## src/rtl/adder_pkg.sv

```systemverilog
// Shared definitions for the multi-word add sequencer: default geometry and
// the sequencer state encoding.
package adder_pkg;

    // Default chunk width in bits, which is also the width of the shared adder.
    localparam int DEFAULT_N = 4;

    // Default number of chunks per operand.
    localparam int DEFAULT_BEATS = 4;

    // Sequencer states: waiting for operands, adding one chunk per cycle,
    // and holding the finished result until the consumer takes it.
    typedef enum logic [1:0] {
        IDLE = 2'd0,
        RUN  = 2'd1,
        DONE = 2'd2
    } seqState_e;

endpackage

```

## src/rtl/ripple_carry_adder.sv

```systemverilog
// N-bit ripple-carry adder. This is the only arithmetic element in the
// sequencer, and the sequencer uses it once per beat.
module ripple_carry_adder #(
    parameter int N = 4
) (
    input  logic [N-1:0] a_i,
    input  logic [N-1:0] b_i,
    input  logic         cin_i,
    output logic [N-1:0] sum_o,
    output logic         cout_o
);

    logic [N:0] carryChain;

    // Chain of full adders from bit 0 upward. Each stage's carry-out feeds the next stage.
    always_comb begin
        carryChain    = '0;
        sum_o         = '0;
        carryChain[0] = cin_i;
        for (int i = 0; i < N; i++) begin
            sum_o[i]        = a_i[i] ^ b_i[i] ^ carryChain[i];
            carryChain[i+1] = (a_i[i] & b_i[i]) | (carryChain[i] & (a_i[i] ^ b_i[i]));
        end
    end

    assign cout_o = carryChain[N];

endmodule

```

## src/rtl/multiword_add_sequencer.sv

```systemverilog
// Multi-word add sequencer.
// Adds two W = N*BEATS bit operands, one N-bit chunk per clock, using a
// single ripple_carry_adder. Handshakes are valid/ready on both sides.
// Optional feature: define ADD_SEQ_OVF_EN to add the out_ovf signed-overflow
// output.
module multiword_add_sequencer
    import adder_pkg::*;
#(
    parameter int N     = DEFAULT_N,
    parameter int BEATS = DEFAULT_BEATS
) (
    input  logic                 clk,
    input  logic                 rst_n,
    input  logic                 in_valid,
    output logic                 in_ready,
    input  logic [N*BEATS-1:0]   in_a,
    input  logic [N*BEATS-1:0]   in_b,
    input  logic                 in_cin,
    output logic                 out_valid,
    input  logic                 out_ready,
    output logic [N*BEATS-1:0]   out_sum,
    output logic                 out_cout
`ifdef ADD_SEQ_OVF_EN
    ,
    output logic                 out_ovf
`endif
);

    localparam int W  = N * BEATS;
    localparam int CW = (BEATS > 1) ? $clog2(BEATS) : 1;

    localparam logic [CW-1:0] LAST_BEAT = CW'(BEATS - 1);

    seqState_e       state_q;
    seqState_e       state_d;
    logic [W-1:0]    opA_q;
    logic [W-1:0]    opA_d;
    logic [W-1:0]    opB_q;
    logic [W-1:0]    opB_d;
    logic [W-1:0]    sum_q;
    logic [W-1:0]    sum_d;
    logic            carry_q;
    logic            carry_d;
    logic            cout_q;
    logic            cout_d;
    logic [CW-1:0]   beat_q;
    logic [CW-1:0]   beat_d;

    logic [N-1:0]    chunkA;
    logic [N-1:0]    chunkB;
    logic [N-1:0]    chunkSum;
    logic            chunkCout;

    // The current beat selects one chunk of each registered operand for the shared adder.
    assign chunkA = opA_q[int'(beat_q)*N +: N];
    assign chunkB = opB_q[int'(beat_q)*N +: N];

    ripple_carry_adder #(
        .N (N)
    ) u_adder (
        .a_i    (chunkA),
        .b_i    (chunkB),
        .cin_i  (carry_q),
        .sum_o  (chunkSum),
        .cout_o (chunkCout)
    );

    // Next-state and handshake logic. Operands are captured only on accept.
    // RUN writes one result chunk per cycle. DONE holds the result until the consumer takes it.
    always_comb begin
        state_d   = state_q;
        opA_d     = opA_q;
        opB_d     = opB_q;
        sum_d     = sum_q;
        carry_d   = carry_q;
        cout_d    = cout_q;
        beat_d    = beat_q;
        in_ready  = 1'b0;
        out_valid = 1'b0;
        unique case (state_q)
            IDLE: begin
                in_ready = 1'b1;
                if (in_valid) begin
                    opA_d   = in_a;
                    opB_d   = in_b;
                    carry_d = in_cin;
                    beat_d  = '0;
                    state_d = RUN;
                end
            end
            RUN: begin
                sum_d[int'(beat_q)*N +: N] = chunkSum;
                carry_d                    = chunkCout;
                if (beat_q == LAST_BEAT) begin
                    cout_d  = chunkCout;
                    state_d = DONE;
                end else begin
                    beat_d = beat_q + CW'(1);
                end
            end
            DONE: begin
                out_valid = 1'b1;
                if (out_ready) begin
                    state_d = IDLE;
                end
            end
            default: begin
                state_d = IDLE;
            end
        endcase
    end

    // State register. Reset drops any in-flight operation and returns to IDLE.
    always_ff @(posedge clk or negedge rst_n) begin
        if (!rst_n) begin
            state_q <= IDLE;
        end else begin
            state_q <= state_d;
        end
    end

    // Datapath registers: operands, partial result, running carry and beat index.
    always_ff @(posedge clk or negedge rst_n) begin
        if (!rst_n) begin
            opA_q   <= '0;
            opB_q   <= '0;
            sum_q   <= '0;
            carry_q <= 1'b0;
            cout_q  <= 1'b0;
            beat_q  <= '0;
        end else begin
            opA_q   <= opA_d;
            opB_q   <= opB_d;
            sum_q   <= sum_d;
            carry_q <= carry_d;
            cout_q  <= cout_d;
            beat_q  <= beat_d;
        end
    end

    assign out_sum  = sum_q;
    assign out_cout = cout_q;

`ifdef ADD_SEQ_OVF_EN
    // Signed overflow: both operands have the same sign and the sum has the other sign.
    // The output is forced low outside DONE.
    assign out_ovf = (state_q == DONE)
                   && (opA_q[W-1] == opB_q[W-1])
                   && (sum_q[W-1] != opA_q[W-1]);
`endif

endmodule

```

## config.mk

```make
export PLATFORM = sky130hd
export DESIGN_NAME = multiword_add_sequencer
export DESIGN_NICKNAME = d
export VERILOG_FILES = /design/src/rtl/adder_pkg.sv /design/src/rtl/ripple_carry_adder.sv /design/src/rtl/multiword_add_sequencer.sv
export SDC_FILE = /design/constraint.sdc
export NUM_CORES = 1
export LEC_CHECK = 0
export CORE_UTILIZATION = 47
export CTS_BUF_LIST = sky130_fd_sc_hd__clkbuf_8
export CTS_CLUSTER_SIZE = 30
export DETAILED_ROUTE_END_ITERATION = 6
export PLACE_DENSITY = 0.78
export SLEW_MARGIN = 20
export SYNTH_ARGS = -nofsm -noshare
export SYNTH_HDL_FRONTEND = slang
export SYNTH_HIERARCHICAL = 1
export SYNTH_SLANG_ARGS = --single-unit
```

## constraint.sdc

```tcl
create_clock -name clk -period 3.3 [get_ports clk]
set_clock_uncertainty 0.05 [all_clocks]
set_input_delay 0.825 -clock clk [delete_from_list [all_inputs] [get_ports clk]]
set_output_delay 0.825 -clock clk [all_outputs]
set_load 0.03 [all_outputs]
```

## After elaboration in Yosys (flattened, before gate mapping)

Cells that the tools add are included.
Widths: inputs -> output; s select.

| storage, ports and cells | value |
|---|---|
| register bits | 54 |
| input bits | 37 |

| cells by class | value |
|---|---|
| $add $sub $neg | 2 |
| equality and inequality tests | 7 |
| shift-type cells | 4 |
| muxes and demuxes | 12 |
| bitwise gates (word level) | 20 |
| reduce and logical (&&, ||, !) cells | 7 |

Operators with widths:

| cell | number |
|---|---|
| $neg 4->33 | 1 |
| $shift 4x33->16 const A | 1 |
| $shiftx 4x33->16 | 1 |
| $shiftx 16x5->4 | 2 |
| $bwmux 16 | 1 |
| $mux 2 | 5 |
| $and 1x1->1 | 8 |
| $ne 2x2->1 const B | 4 |
| $xor 1x1->1 | 8 |
| $pmux 2 s3 | 1 |
| $reduce_and 2->1 | 3 |
| $reduce_and 3->1 | 2 |
| $eq 2x2->1 const B | 2 |
| $or 1x1->1 | 4 |
| $pmux 2 s2 | 1 |
| $mux 1 | 3 |
| $add 2x1->2 const B | 1 |
| $eq 2x1->1 const B | 1 |
| $logic_not 2->1 | 1 |
| $pmux 1 s2 | 1 |
| $reduce_bool 2->1 | 1 |

## Depth between registers and ports, before layout

| logic depth | value |
|---|---|
| word-level depth | 11 |
| depth in mapped cells | 13 |

## Cells and area by module

Netlist, hierarchy kept.

By module, submodules not included:

| module | instances | cells each | area each (µm²) | sequential area each (µm²) |
|---|---|---|---|---|
| multiword_add_sequencer | 1 | 185 | 2523.7 | 1351.3 |
| ripple_carry_adder | 1 | 14 | 117.6 | 0.0 |

## Worst setup path before layout

No wires, ideal clock.

| path | value |
|---|---|
| path type | register to register |
| start | reg beat_q[0] |
| end | reg sum_q[15], in the netlist out_sum[15] |
| setup time | 0.065 ns |
| arrival | 3.196 ns |
| path slack | -0.011 ns |
| cell stages (with the launch flop) | 14 |
| buffers on the path | 2 |
| cell sequence | dfrtp_1 > buf_6 > buf_2 > mux4_2 > fa_1 > inv_1 > fa_1 > inv_1 > fa_1 > inv_1 > fa_1 > inv_1 > nor4bb_1 > mux2_2 |

| between the ends | value |
|---|---|
| longest elaborated chain between the ends | 11 |
| elaborated cells on any way between the ends | 23 |
| those cells by class | 1 x add/sub; 4 x shift; 1 x mux; 17 x bitwise |

Ends and longest elaborated chain:

| what | RTL line | source |
|---|---|---|
| from (decl) | multiword_add_sequencer.sv:46 | `logic [CW-1:0] beat_q;` |
| from (signal assigned) | multiword_add_sequencer.sv:137 | `beat_q <= beat_d;` |
| $shiftx 16x5->4 * | multiword_add_sequencer.sv:56 | `assign chunkB = opB_q[int'(beat_q)*N +: N];` |
| named net chunkB[0] | multiword_add_sequencer.sv:50 | `logic [N-1:0] chunkB;` |
| $xor 1x1->1 | ripple_carry_adder.sv:22 | `carryChain[i+1] = (a_i[i] & b_i[i]) \| (carryChain[i] & (a_i[i] ^ b_i[i]));` |
| $and 1x1->1 | ripple_carry_adder.sv:22 |  |
| $or 1x1->1 * | ripple_carry_adder.sv:22 |  |
| $and 1x1->1 * | ripple_carry_adder.sv:22 |  |
| $or 1x1->1 * | ripple_carry_adder.sv:22 |  |
| $and 1x1->1 * | ripple_carry_adder.sv:22 |  |
| $or 1x1->1 * | ripple_carry_adder.sv:22 |  |
| $xor 1x1->1 * | ripple_carry_adder.sv:21 | `sum_o[i] = a_i[i] ^ b_i[i] ^ carryChain[i];` |
| named net chunkSum[3] | multiword_add_sequencer.sv:51 | `logic [N-1:0] chunkSum;` |
| $shiftx 4x33->16 * | multiword_add_sequencer.sv:92 | `sum_d[int'(beat_q)*N +: N] = chunkSum;` |
| $bwmux 16 * | multiword_add_sequencer.sv:92 |  |
| to (signal assigned) | multiword_add_sequencer.sv:134 | `sum_q <= sum_d;` |
| to (decl) | multiword_add_sequencer.sv:40 | `logic [W-1:0] sum_q;` |

Mark *: on every way through the listed nets, which the timed path passes. The rest lies on a longest branch.
A chain may end at the register's enable or synchronous reset.

## Worst setup path in the final report

| path | value |
|---|---|
| start | reg beat_q[0] |
| end | reg sum_q[15], in the netlist out_sum[15] |

| between the ends | value |
|---|---|
| longest elaborated chain between the ends | 11 |
| elaborated cells on any way between the ends | 23 |
| those cells by class | 1 x add/sub; 4 x shift; 1 x mux; 17 x bitwise |

Ends and longest elaborated chain:

| what | RTL line | source |
|---|---|---|
| $shiftx 16x5->4 * | multiword_add_sequencer.sv:55 | `assign chunkA = opA_q[int'(beat_q)*N +: N];` |
| named net chunkA[0] | multiword_add_sequencer.sv:49 | `logic [N-1:0] chunkA;` |
| $xor 1x1->1 | ripple_carry_adder.sv:22 |  |
| $and 1x1->1 | ripple_carry_adder.sv:22 |  |
| $or 1x1->1 * | ripple_carry_adder.sv:22 |  |
| $and 1x1->1 * | ripple_carry_adder.sv:22 |  |
| $or 1x1->1 * | ripple_carry_adder.sv:22 |  |
| $and 1x1->1 * | ripple_carry_adder.sv:22 |  |
| $or 1x1->1 * | ripple_carry_adder.sv:22 |  |
| $xor 1x1->1 * | ripple_carry_adder.sv:21 |  |
| named net chunkSum[3] | multiword_add_sequencer.sv:51 |  |
| $shiftx 4x33->16 * | multiword_add_sequencer.sv:92 |  |
| $bwmux 16 * | multiword_add_sequencer.sv:92 |  |

Marked as above.

==> metrics.txt <==
status complete, no violations; Power Density 1070 mW/mm^2; Longest Clk Path Bufs 2; Setup Crit Path Kind reg -> reg; CTS clk-pin slew, worst paths 100 ps; Final GP Congestion 0.803; main combinational cell family by area after synthesis multiplexers; RSZ-0062 raised after global routing false; die area 0.00592 mm^2; EDFF count, synth 0; Num CTS Buffers 5; Peak supply drop 0.646 mV; vias in the first global route 1821; register area share after synthesis 51.2%; fin cells 330; Cells after DPL 320; mux cell area share after synthesis 22.0%; Least-Margin Pin Slew 654 ps; Net Count, Synth 245; clk root buf clkbuf_8; Synth Area in Compound Gates 6.49%; Initial Util 50.1%; most frequent cells in the layout dfrtp_1 (54), clkdlybuf4s50_1 (54), mux2_2 (34); # rows 26; fin crit period 3110 ps; Iter 0 DRT Violations 122; FFs w/ async S/R, synth 100%; Setup crit end kind flip-flop; CTS tree done; Top-Level Pins 56; Distinct cells, synth 31; Syn Area/Cell 13.3 um^2; pin count of the biggest net entering global routing 33; initial antenna violation count 0; GRT overflow 0; GRT Total Usage 18.7%; height of the die 77.0 um; Final ANT Viol Nets 0; Routed WL 4910 um; post-synthesis register bit count 54; setup TNS 0 ps; period utilisation layout 94.3%; startpoint types flip-flop; later-pin clock latency in the skew report 310 ps; Hold Fails Final Rpt 0; Req. time, crit path 3510 ps; Hold Buf Count CTS 0; Area Growth Syn to Fin 29.2%; critical path arrival 3320 ps; layout cells sized above 1 26.5%; Top FF cell, synth dfrtp_1; DRC 0; yosys warns 6; First-pass DRT Iterations 4; adder-cell area share of the yosys netlist 5.40%; Max Slew Vio Count 0; input/output buffers 55; Post-Synthesis Cells 199; CTS sink cnt 54; simple-gate share of the synthesized area 9.00%; final setup fails 0; DR vias 1739; maximum fanout along the worst path 4; leakage power total 1.43 nW; CTS H-Tree Depth 2; Max Freq 321 MHz; Die W 77.0 um; final net count 305; first-pass GRT wire length 8640 um; mean routed wirelength per cell 14.9 um; Antenna diodes 0; MaxCap Viol Count 0; worst min-delay path class reg -> reg; post-synthesis xor/xnor area fraction 0%; Detail Placement HPWL 3620 um; max_slew headroom 56.4%; synthesized area 0.00264 mm^2; core box area 0.00527 mm^2; vias per inst 5.27
[sequential cells by signal, indices dropped and copies added (netlist names)]
name / cells
out_cout: 1
beat_q: 2
carry_q: 1
opB_q: 16
state_q: 2
opA_q: 16
out_sum: 16
[cell type report]
class	count	area [um^2]
clock buffers	6	82.6
clock inverters	2	16.3
fillers	425	1860
inverters	27	101
multi-input cells	107	1160
flip-flops and latches	54	1350
well taps	70	87.6
repair buffers	64	613
[cells in the mapped netlist, drive strengths merged (2+ instances only)]
cell type / number / area [um^2]
o211ai: 2 / 15.0
o32ai: 14 / 123
nand4bb: 2 / 22.5
nand2: 14 / 52.6
mux2: 35 / 394
or4b: 4 / 47.6
nand3: 2 / 10.0
and3b: 4 / 35.0
fa: 4 / 80.1
ha: 5 / 62.6
clkbuf: 6 / 23.8
inv: 27 / 101
mux4: 8 / 188
dfrtp: 54 / 1350
buf: 5 / 31.3
nand2b: 3 / 18.8
[logic make-up (layout without fill, tap and decap cells)]
family	after synthesis	after routing
DFF	54	54
and+or+nand+nor	35	35
AOI/OAI and AO/OA	20	20
adders and majority gates	9	9
buffers and inverters	38	99
muxes	43	43
[per-stage QoR]
| step | worst slack, ps | hold WS [ps] | total power, W | instance area [um^2] | utilization (%) |
|---|---|---|---|---|---|
| 2_1_floorplan | 58.9 | 422 | 0.00257 | 2640 | - |
| 3_3_place_gp | 133 | 432 | 0.00314 | 3280 | 62.2 |
| 3_5_place_dp | 65.8 | 442 | 0.00318 | 3280 | 62.2 |
| 4_1_cts | 56.2 | 465 | 0.00359 | 3390 | 64.4 |
| 5_1_grt | 53.0 | 478 | 0.00393 | 3410 | 64.8 |
| 6_report | 189 | 459 | 0.00364 | 3410 | 64.8 |
[worst max-delay path, stage by stage (launching register included)]
cell and delay [ps]:
dfrtp_1 390, mux4_1 610, fa_2 410, inv_1 70, fa_1 160, inv_1 50
fa_1 350, inv_1 70, fa_1 410, inv_2 100, nor4bb_4 200, mux2_4 180
[where the power goes]
part / internal (W) / switching, W / leakage [nW]
combinational: 0.00102 / 0.00106 / 0.713
sequential: 0.000971 / 0.000198 / 0.670
clock: 0.000173 / 0.000217 / 0.0478
[layer usage]
metal  wire [um]  global-route usage [%]  share of wire (%)
met5           0                       0                  0
met4          78                    7.12                1.6
met3         243                    4.05                4.9
met2        2370                    29.4                 48
met1        2220                    25.4                 45
[repair_timing]
action,4_1_cts,5_1_grt
hold endpoints to repair,0,0
resized for setup,0,5
gates cloned,0,0
pin swaps,0,1
endpoints found under the setup margin,1,2
buffers inserted,2,0
[path summary, 6_finish.rpt]
kind	start	endpoint	slack [ps]	depth (start not counted)
min in group asynchronous	rst_n	out_sum[1]$_DFFE_PN0P_	480	1
worst max-delay path	beat_q[0]$_DFFE_PN0P_	out_sum[15]$_DFFE_PN0P_	190	11
worst min register to register	opA_q[7]$_DFFE_PN0P_	opA_q[7]$_DFFE_PN0P_	460	1
worst max register to register	beat_q[0]$_DFFE_PN0P_	out_sum[15]$_DFFE_PN0P_	190	11
max in group asynchronous	rst_n	carry_q$_DFFE_PN0P_	2070	2
worst min-delay path	opA_q[7]$_DFFE_PN0P_	opA_q[7]$_DFFE_PN0P_	460	1
(Power assumes the default switching activity.)
